### config.mk
export PLATFORM = sky130hd
export DESIGN_NAME = sa_tile_sequencer_flat
export DESIGN_NICKNAME = d
export VERILOG_FILES = /design/src/rtl/sa_tile_sequencer_if.sv /design/src/rtl/sa_tile_sequencer.sv /design/src/flat_wrapper.sv
export SDC_FILE = /design/constraint.sdc
export NUM_CORES = 1
export LEC_CHECK = 0
export BUFFER_PORTS_ARGS = -buffer_cell sky130_fd_sc_hd__buf_4
export CORE_MARGIN = 2
export CORE_UTILIZATION = 55
export CTS_CLUSTER_SIZE = 14
export DETAILED_ROUTE_END_ITERATION = 8
export PLACE_DENSITY = 0.8
export SYNTH_ARGS = -nofsm -noshare
export SYNTH_HDL_FRONTEND = slang
export SYNTH_SLANG_ARGS = --single-unit
### constraint.sdc
create_clock -name clk -period 2.8 [get_ports clk]
set_clock_uncertainty 0.2 [all_clocks]
set_input_delay 0.56 -clock clk [delete_from_list [all_inputs] [get_ports clk]]
set_output_delay 0.56 -clock clk [all_outputs]
set_load 0.1 [all_outputs]
### src/rtl/sa_tile_sequencer_if.sv
// ---------------------------------------------------------------------------
// sa_tile_sequencer_if
// Bundles the control/handshake signals between the host/start logic, the
// SA_Data_Loader blocks (weight preloader, input feeder) and the tile
// sequencer.
//
// Signals (directions seen from the sequencer):
//   start_i         in   begin a job (sampled only while idle)
//   abort_i         in   synchronous abort
//   num_tiles_i     in   tile count, latched on an accepted start
//   preload_done_i  in   one-cycle pulse: all 9 weights loaded
//   feed_done_i     in   one-cycle pulse: last activation issued
//   preload_en_o    out  enable to the weight preloader
//   feed_en_o       out  enable to the input feeder
//   capture_o       out  one-cycle pulse: latch the array outputs
//   tile_idx_o      out  index of the current tile, from 0
//   busy_o          out  high whenever the sequencer is not idle
//   done_o          out  one-cycle pulse on normal job completion
//   state_o         out  current state code, for debug
//
// Modports: master = host / loader side, slave = the sequencer itself.
// ---------------------------------------------------------------------------
interface sa_tile_sequencer_if #(
    parameter int TILE_W = 8
);
    logic              start_i;
    logic              abort_i;
    logic [TILE_W-1:0] num_tiles_i;
    logic              preload_done_i;
    logic              feed_done_i;
    logic              preload_en_o;
    logic              feed_en_o;
    logic              capture_o;
    logic [TILE_W-1:0] tile_idx_o;
    logic              busy_o;
    logic              done_o;
    logic [2:0]        state_o;

    modport master (
        output start_i, abort_i, num_tiles_i, preload_done_i, feed_done_i,
        input  preload_en_o, feed_en_o, capture_o, tile_idx_o, busy_o,
               done_o, state_o
    );

    modport slave (
        input  start_i, abort_i, num_tiles_i, preload_done_i, feed_done_i,
        output preload_en_o, feed_en_o, capture_o, tile_idx_o, busy_o,
               done_o, state_o
    );
endinterface

### src/rtl/sa_tile_sequencer.sv
// ---------------------------------------------------------------------------
// sa_tile_sequencer
// Top-level sequencer for the 3x3 systolic array data path. Each tile runs
// weight preload, input feed, a fixed drain window and output capture; the
// sequence repeats for the number of tiles latched at start.
//
// Ports:
//   clk   system clock, rising edge
//   rst   asynchronous, active-high reset
//   bus   sa_tile_sequencer_if.slave (start/abort/count in, loader done
//         pulses in, enables/capture/done/tile index/busy/state out)
//
// Parameters:
//   TILE_W        width of tile count and tile index
//   DRAIN_CYCLES  cycles spent in DRAIN after feed_done_i (1..255)
//   CNT_W         width of the drain counter
// ---------------------------------------------------------------------------
module sa_tile_sequencer #(
    parameter int TILE_W       = 8,
    parameter int DRAIN_CYCLES = 7,
    parameter int CNT_W        = 8
) (
    input  logic                  clk,
    input  logic                  rst,
    sa_tile_sequencer_if.slave    bus
);

    typedef enum logic [2:0] {
        S_IDLE    = 3'd0,
        S_PRELOAD = 3'd1,
        S_FEED    = 3'd2,
        S_DRAIN   = 3'd3,
        S_NEXT    = 3'd4,
        S_DONE    = 3'd5
    } state_t;

    state_t            state;
    state_t            next_state;
    logic [TILE_W-1:0] tile_idx;
    logic [TILE_W-1:0] tile_count;
    logic [CNT_W-1:0]  drain_cnt;
    logic              capture_q;
    logic              done_q;

    logic              start_job;
    logic              load_drain;
    logic              dec_drain;
    logic              fire_capture;
    logic              advance_tile;
    logic [TILE_W:0]   tile_next;
    logic              last_tile;

    // The compare is done one bit wider so that the +1 can never wrap and
    // alias a small tile count.
    assign tile_next = {1'b0, tile_idx} + {{TILE_W{1'b0}}, 1'b1};
    assign last_tile = (tile_next == {1'b0, tile_count});

    // Next-state and per-cycle control decode. Abort overrides every other
    // transition, including done pulses arriving in the same cycle, and in
    // IDLE it also suppresses a simultaneous start. Codes 6 and 7 fall back
    // to IDLE through the default branch.
    always_comb begin
        next_state   = state;
        start_job    = 1'b0;
        load_drain   = 1'b0;
        dec_drain    = 1'b0;
        fire_capture = 1'b0;
        advance_tile = 1'b0;
        if (bus.abort_i) begin
            next_state = S_IDLE;
        end else begin
            case (state)
                S_IDLE: begin
                    if (bus.start_i) begin
                        if (bus.num_tiles_i != '0) begin
                            start_job  = 1'b1;
                            next_state = S_PRELOAD;
                        end else begin
                            next_state = S_DONE;
                        end
                    end
                end
                S_PRELOAD: begin
                    if (bus.preload_done_i) next_state = S_FEED;
                end
                S_FEED: begin
                    if (bus.feed_done_i) begin
                        load_drain = 1'b1;
                        next_state = S_DRAIN;
                    end
                end
                S_DRAIN: begin
                    if (drain_cnt == '0) begin
                        fire_capture = 1'b1;
                        next_state   = S_NEXT;
                    end else begin
                        dec_drain = 1'b1;
                    end
                end
                S_NEXT: begin
                    if (last_tile) begin
                        next_state = S_DONE;
                    end else begin
                        advance_tile = 1'b1;
                        next_state   = S_PRELOAD;
                    end
                end
                S_DONE: begin
                    next_state = S_IDLE;
                end
                default: begin
                    next_state = S_IDLE;
                end
            endcase
        end
    end

    // State register plus the job datapath. capture and done are registered
    // from the decode so each shows up for exactly one cycle: capture while
    // in NEXT, done while in DONE. Reset discards any pending pulse.
    always_ff @(posedge clk or posedge rst) begin
        if (rst) begin
            state      <= S_IDLE;
            tile_idx   <= '0;
            tile_count <= '0;
            drain_cnt  <= '0;
            capture_q  <= 1'b0;
            done_q     <= 1'b0;
        end else begin
            state     <= next_state;
            capture_q <= fire_capture;
            done_q    <= (next_state == S_DONE);
            if (start_job) begin
                tile_count <= bus.num_tiles_i;
                tile_idx   <= '0;
            end else if (advance_tile) begin
                tile_idx <= tile_idx + {{(TILE_W-1){1'b0}}, 1'b1};
            end
            if (load_drain) begin
                drain_cnt <= CNT_W'(DRAIN_CYCLES - 1);
            end else if (dec_drain) begin
                drain_cnt <= drain_cnt - {{(CNT_W-1){1'b0}}, 1'b1};
            end
        end
    end

    assign bus.preload_en_o = (state == S_PRELOAD);
    assign bus.feed_en_o    = (state == S_FEED);
    assign bus.busy_o       = (state != S_IDLE);
    assign bus.state_o      = state;
    assign bus.capture_o    = capture_q;
    assign bus.done_o       = done_q;
    assign bus.tile_idx_o   = tile_idx;

endmodule

### src/flat_wrapper.sv
// flat-port wrapper written by rule: the top's interface ports become plain ports
module sa_tile_sequencer_flat 
#(
    parameter int TILE_W       = 8,
    parameter int DRAIN_CYCLES = 7,
    parameter int CNT_W        = 8
)
  (clk, rst, bus_start_i, bus_abort_i, bus_num_tiles_i, bus_preload_done_i, bus_feed_done_i, bus_preload_en_o, bus_feed_en_o, bus_capture_o, bus_tile_idx_o, bus_busy_o, bus_done_o, bus_state_o);
  sa_tile_sequencer_if #(.TILE_W(TILE_W)) bus_i ();
  input  logic clk;
  input  logic rst;
  input wire logic [$bits(bus_i.start_i)-1:0] bus_start_i;
  input wire logic [$bits(bus_i.abort_i)-1:0] bus_abort_i;
  input wire logic [$bits(bus_i.num_tiles_i)-1:0] bus_num_tiles_i;
  input wire logic [$bits(bus_i.preload_done_i)-1:0] bus_preload_done_i;
  input wire logic [$bits(bus_i.feed_done_i)-1:0] bus_feed_done_i;
  output wire logic [$bits(bus_i.preload_en_o)-1:0] bus_preload_en_o;
  output wire logic [$bits(bus_i.feed_en_o)-1:0] bus_feed_en_o;
  output wire logic [$bits(bus_i.capture_o)-1:0] bus_capture_o;
  output wire logic [$bits(bus_i.tile_idx_o)-1:0] bus_tile_idx_o;
  output wire logic [$bits(bus_i.busy_o)-1:0] bus_busy_o;
  output wire logic [$bits(bus_i.done_o)-1:0] bus_done_o;
  output wire logic [$bits(bus_i.state_o)-1:0] bus_state_o;
  assign bus_i.start_i = bus_start_i;
  assign bus_i.abort_i = bus_abort_i;
  assign bus_i.num_tiles_i = bus_num_tiles_i;
  assign bus_i.preload_done_i = bus_preload_done_i;
  assign bus_i.feed_done_i = bus_feed_done_i;
  assign bus_preload_en_o = bus_i.preload_en_o;
  assign bus_feed_en_o = bus_i.feed_en_o;
  assign bus_capture_o = bus_i.capture_o;
  assign bus_tile_idx_o = bus_i.tile_idx_o;
  assign bus_busy_o = bus_i.busy_o;
  assign bus_done_o = bus_i.done_o;
  assign bus_state_o = bus_i.state_o;
  sa_tile_sequencer #(.TILE_W(TILE_W), .DRAIN_CYCLES(DRAIN_CYCLES), .CNT_W(CNT_W)) u_core (.clk(clk), .rst(rst), .bus(bus_i));
endmodule
==> results.json, run 1 <==
{
  "status": "complete, no violations",
  "synth_edf_count": 0,
  "cp-end-kind": "flop",
  "ys.flop_type": "dfrtp_1",
  "clkPwrFrac_pct": 33.8,
  "power_density_mw_per_mm2": 619.1,
  "synth_cells": 172,
  "cp_data_arrival_time_ns": 2.68,
  "p_sw_uw": 383.4,
  "vias": 1363,
  "worstSetupEndpoint": "u_core.bus.tile_idx_o[7]",
  "grt_pass1_vias": 1321,
  "p_seq_share_pct": 42.7,
  "finalCritPeriodShare_pct": 93.80,
  "slew_headroom_pct": 53.75,
  "ys_async_sr_fraction_pct": 100.0,
  "cts_tree": "built",
  "antenna_cells": 0,
  "syn2layout_area_growth_pct": 18.74,
  "synth_top_cell_by_area": "dfrtp_1",
  "rsz0062_at_grt": "false",
  "drt_pass1_iterations": 4,
  "drc_errors": 0,
  "drtAntennaViolNets": 0,
  "drt-initial-drc-count": 87,
  "grtUsageTotal_pct": 21.47,
  "grt_use_met1_pct": 27.62,
  "ir_worst_vdd_mv": 0.4048,
  "antenna_found_initial": 0,
  "place_congestion": 0.7783,
  "r2r_cells": 7,
  "crit_start": "u_core.bus.tile_idx_o[0]",
  "path_max_fanout": 12,
  "cell_internal_pwr_uw": 883.2,
  "cts_num_sinks": 29,
  "maxCapViolations": 0,
  "setup_viol": 0,
  "avgRoutedWirePerCell_um": 13.70,
  "hp-class": "in -> async",
  "grt_pass1_wl_um": 5830,
  "die_w_um": 59.97,
  "cts_setup_buffers": 0,
  "coreArea_mm2": 0.003028,
  "dp_slack_ns": 0.1788,
  "synth_seq_cells": 29,
  "place_inst": 237,
  "syn-mean-instance-area_um2": 10.02,
  "clockRootBuffer": "clkbuf_4",
  "leakagePower_nw": 0.8767,
  "clk_path_buf_depth": 2,
  "r2r_slack_ns": 0.17,
  "hold_slack_ns": 0.08827,
  "report.final.slew_viol_count": 0,
  "cts_max_level": 2,
  "overflow": 0,
  "stdcell_count": 245,
  "fin_area_mm2": 0.002046,
  "grt_max_degree": 30,
  "p_comb_share_pct": 23.5,
  "met2_usage_pct": 34.63,
  "critPathLaunchType": "flop",
  "top_usage_layer": "met2",
  "syn_nets": 188,
  "fin_util_pct": 67.56,
  "pin_count": 30,
  "io_buffers": 29,
  "syn-cell-area_mm2": 0.001723,
  "synth_top_area_share_pct": 42.12,
  "met3_usage_pct": 6.710,
  "seq_area_frac_synth_pct": 42.12,
  "setup_ws_ns": 0.1737,
  "routed_wirelength_um": 3356,
  "clock_latency_ns": 0.33,
  "swShare_pct": 30.27,
  "tightest_slew_ns": 0.6919,
  "initial_core_util_pct": 56.90,
  "r2r_start": "u_core.bus.tile_idx_o[0]",
  "synthTopCellsByArea": "dfrtp_1, xnor2_1, mux2_2",
  "place_hpwl_um": 2572,
  "synth_cell_types": 45,
  "fp.dieH_um": 59.97,
  "cts_hold_buf": 0,
  "ctsResizeCount": 0,
  "drive_gt1_share_pct": 30.35,
  "finalCriticalPeriod_ns": 2.626,
  "worstPathRequired_ns": 2.86,
  "finalNetCount": 216,
  "numCtsBuffers": 5,
  "criticalPathCategory": "reg -> reg",
  "r2r-end": "u_core.bus.tile_idx_o[7]",
  "placed_cell_area_mm2": 0.001943,
  "finalHoldViolations": 0,
  "clkTransAtPathRegs_ns": 0.10,
  "timing.fmax_mhz": 380.8,
  "die-area_mm2": 0.003596,
  "num_rows": 20,
  "ys_warn_count": 0,
  "viasPerCell": 5.563
}
==> routing by layer <==
metal | up-vias | share of wire (%) | wire length (µm)
li1 | 660 | - | -
met1 | 660 | 43 | 1452
met2 | 38 | 51 | 1702
met3 | 5 | 4.9 | 163
met4 | 0 | 1.1 | 38
met5 | - | 0 | 0
==> synth_stat cells, types with 2 or more instances <==
master    instances
a211o_1           2
a21o_1            3
a21oi_1           6
a31oi_1           2
buf_2             2
buf_6             5
dfrtp_1          29
ha_1              2
inv_1             7
mux2_2            8
nand2_1          11
nand2b_1          3
nand3_1           5
nand3b_1          4
nor2_1           15
nor3_1            7
nor3b_1           3
nor4_1            3
nor4b_2           2
o21ai_0           8
or3_1             6
or4_1             2
xnor2_1          12
xor2_1            4
==> worst max-delay path, stage by stage (launching register included) <==
cell	delay [ns]
dfrtp_2	0.43
ha_1	0.28
nand3_2	0.17
xnor2_1	0.17
or3_4	0.40
o31ai_4	0.41
and2_1	0.31
a221o_1	0.18
==> worst min path at each step <==
stage / from / endpoint / slack [ns] / cells after the start
2_1_floorplan: u_core.tile_count[0] / u_core.tile_count[0] / 0.30 / 1
3_3_place_gp: u_core.tile_count[5] / u_core.tile_count[5] / 0.32 / 1
3_5_place_dp: u_core.tile_count[7] / u_core.tile_count[7] / 0.32 / 1
4_1_cts: rst / u_core.drain_cnt[6] / 0.09 / 3
5_1_grt: rst / u_core.drain_cnt[3] / 0.11 / 3
6_report: rst / u_core.drain_cnt[6] / 0.09 / 3
==> layout make-up <==
type / instances / area, µm²
Multi-Input combinational cell: 127 / 905.9
Inverter: 7 / 26.28
Fill cell: 242 / 982.2
Sequential cell: 29 / 730.7
Clock inverter: 3 / 65.06
Timing Repair Buffer: 30 / 225.2
Clock buffer: 5 / 37.54
Tap cell: 44 / 55.05
==> sequential cells by signal, indices dropped and copies added, names as in the netlist <==
name	flops
u_core.bus.capture_o	1
u_core.tile_count	8
u_core.bus.done_o	1
u_core.bus.state_o	3
u_core.drain_cnt	8
u_core.bus.tile_idx_o	8
==> power by group through the flow <==
stage	clock, mW	combinational (mW)	sequential (mW)
after floorplan	0	0.232	0.551
after global placement	0	0.290	0.545
after detailed placement	0	0.300	0.550
after CTS	0.433	0.301	0.541
after global routing	0.453	0.326	0.554
final	0.428	0.298	0.541
==> through the flow <==
stage,power [mW],TNS (ns)
after global placement,0.8347,0
after global routing,1.332,0
after floorplan,0.7831,-0.08814
final,1.267,0
after CTS,1.275,0
after detailed placement,0.8497,0
==> placed cells by master, fill, tap and decap left out, types with 2 or more instances in the layout <==
cell type	instances
or4_1	2
dfrtp_1	25
o21ai_0	8
nand3_1	5
or3_1	6
mux2_2	8
nor3_1	6
nand3b_1	4
nand2b_1	3
nor4_1	3
inv_1	7
ha_1	2
xor2_1	4
clkbuf_4	5
nor3b_1	3
bufinv_16	2
nand2_1	11
a211o_1	2
xnor2_1	12
dfrtp_2	4
buf_4	30
nor2_1	14
a31oi_1	2
nor4b_2	2
a21o_1	3
a21oi_1	6
==> logic make-up (layout without fill, tap and decap cells) <==
group,after synthesis,in the layout,synth area share [%]
XOR/XNOR,17,17,9.078
adder cells (fa/ha/maj),2,2,1.452
buffers and inverters,16,45,6.390
multiplexers,8,8,5.229
AO/OA/AOI/OAI,30,30,12.35
flip-flops,29,29,42.12
AND/OR/NAND/NOR,70,70,23.38
(Power assumes the default switching activity.)
==> inputs of run 2 (changes only) <==
BUFFER_PORTS_ARGS = default   (was -buffer_cell sky130_fd_sc_hd__buf_4)
DONT_BUFFER_PORTS = 1   (was default)
PLACE_DENSITY = 0.71   (was 0.8)
==> run 2 against run 1 <==
- clock power decreased by 14%
- clock-buffer cell count increased by 1
- sequential share of layout area increased by 1.5 points
- highest routed layer unchanged
==> results.json, run 2 (synthesized netlist as in run 1, its figures left out) <==
{
  "io_buffers": 0,
  "antenna_cells": 0,
  "status": "complete, no violations",
  "finalHoldViolations": 0,
  "r2r_cells": 7,
  "initial_core_util_pct": 56.90,
  "hp-class": "in -> reg",
  "drt_pass1_iterations": 4,
  "fp.dieH_um": 59.97,
  "place_congestion": 0.8515,
  "die-area_mm2": 0.003596,
  "clkTransAtPathRegs_ns": 0.11,
  "overflow": 0,
  "fin_area_mm2": 0.001962,
  "r2r_start": "u_core.bus.tile_idx_o[0]",
  "fillers": 270,
  "num_rows": 20,
  "stdcell_count": 232,
  "grt_max_degree": 18,
  "cts_setup_buffers": 0,
  "clock_latency_ns": 0.34,
  "syn2layout_area_growth_pct": 13.87,
  "worstPathRequired_ns": 2.87,
  "cts_hold_buf": 1,
  "ctsResizeCount": 0,
  "fin_util_pct": 64.79,
  "drc_errors": 0,
  "report.final.slew_viol_count": 0,
  "pin_count": 30,
  "drive_gt1_share_pct": 25.00,
  "avgRoutedWirePerCell_um": 14.69,
  "maxCapViolations": 0,
  "coreArea_mm2": 0.003028,
  "drtAntennaViolNets": 0,
  "clk_path_buf_depth": 2,
  "path_max_fanout": 12,
  "finalCritPeriodShare_pct": 93.11,
  "hold_start": "bus_abort_i",
  "cts_tree": "built",
  "ir_worst_vdd_mv": 0.3315,
  "grt_pass1_wl_um": 5823,
  "power_density_mw_per_mm2": 611.9,
  "cp_data_arrival_time_ns": 2.68,
  "placed_cell_area_mm2": 0.001863,
  "timing.fmax_mhz": 383.6,
  "antenna_found_initial": 0,
  "layout_common_cells": "dfrtp_1, nor2_1, buf_4",
  "slew_headroom_pct": 42.55,
  "final_common_cell": "dfrtp_1",
  "critPathLaunchType": "flop",
  "place_hpwl_um": 2543,
  "viasPerCell": 5.647,
  "r2r-end": "u_core.bus.tile_idx_o[7]",
  "power_mw": 1.200,
  "die_w_um": 59.97,
  "criticalPathCategory": "reg -> reg",
  "cts_max_level": 2,
  "vias": 1310,
  "hold_depth": 1,
  "tightest_slew_ns": 0.8624,
  "grt_pass1_vias": 1302,
  "clockRootBuffer": "clkbuf_4",
  "finalCriticalPeriod_ns": 2.607,
  "rsz0062_at_grt": "false",
  "cp-end-kind": "flop",
  "r2r_slack_ns": 0.19,
  "finalNetCount": 203,
  "hold_end": "u_core.bus.state_o[2]",
  "routed_wirelength_um": 3408,
  "hold_slack_ns": 0.06942,
  "setup_viol": 0,
  "numCtsBuffers": 5,
  "drt-initial-drc-count": 67,
  "place_inst": 223,
  "grtUsageTotal_pct": 22.16,
  "leakagePower_nw": 0.8087,
  "cts_num_sinks": 29
}
-- run 2: worst max path at each step --
stage                                        start                       end  slack, ns  cells after the start
after floorplan              u_core.bus.state_o[0]          bus_preload_en_o      -0.09                      3
after global placement    u_core.bus.tile_idx_o[0]  u_core.bus.tile_idx_o[2]       0.32                      7
after detailed placement  u_core.bus.tile_idx_o[0]  u_core.bus.tile_idx_o[7]       0.25                      7
after CTS                 u_core.bus.tile_idx_o[0]  u_core.bus.tile_idx_o[7]       0.21                      7
after global routing      u_core.bus.tile_idx_o[0]  u_core.bus.tile_idx_o[7]       0.04                      7
final                     u_core.bus.tile_idx_o[0]  u_core.bus.tile_idx_o[7]       0.19                      7
-- run 2: worst max-delay path, cell delays in order, from the launching register on --
cell and delay (ns):
dfrtp_2 0.37, ha_1 0.26, nand3_2 0.17, xnor2_1 0.18, or3_4 0.41, o31ai_4 0.45, and2_1 0.31, a221o_1 0.18
-- run 2: routing by layer --
metal	track usage (%)	vias to the layer above	share of wire, %	wire, µm
li1	-	640	-	-
met2	32.30	40	45	1529
met1	30.64	625	47	1610
met3	8.442	5	6.5	221
met5	0	-	0	0
met4	6.667	0	1.3	46
-- run 2: power by group --
part	leakage (nW)	internal [mW]	switching (mW)
Combinational	0.394	0.124	0.167
Clock	0.0445	0.212	0.156
Sequential	0.370	0.479	0.0623
-- run 2: final cells by class --
cell class	instances	area [µm²]	share of cell area, %
clock buffer	6	51.30	2.615
clock inverter	2	37.54	1.913
inverter	7	26.28	1.339
multi-input combinational	127	905.9	46.17
sequential	29	730.7	37.24
tap	44	55.05	2.806
timing repair buffer	17	155.1	7.908
-- run 2: per-stage QoR --
step                      worst slack [ns]  setup TNS (ns)
after floorplan                   -0.08814        -0.08814
after global placement              0.3201               0
after detailed placement            0.2534               0
after CTS                           0.2121               0
after global routing               0.03602               0
final                               0.1928               0
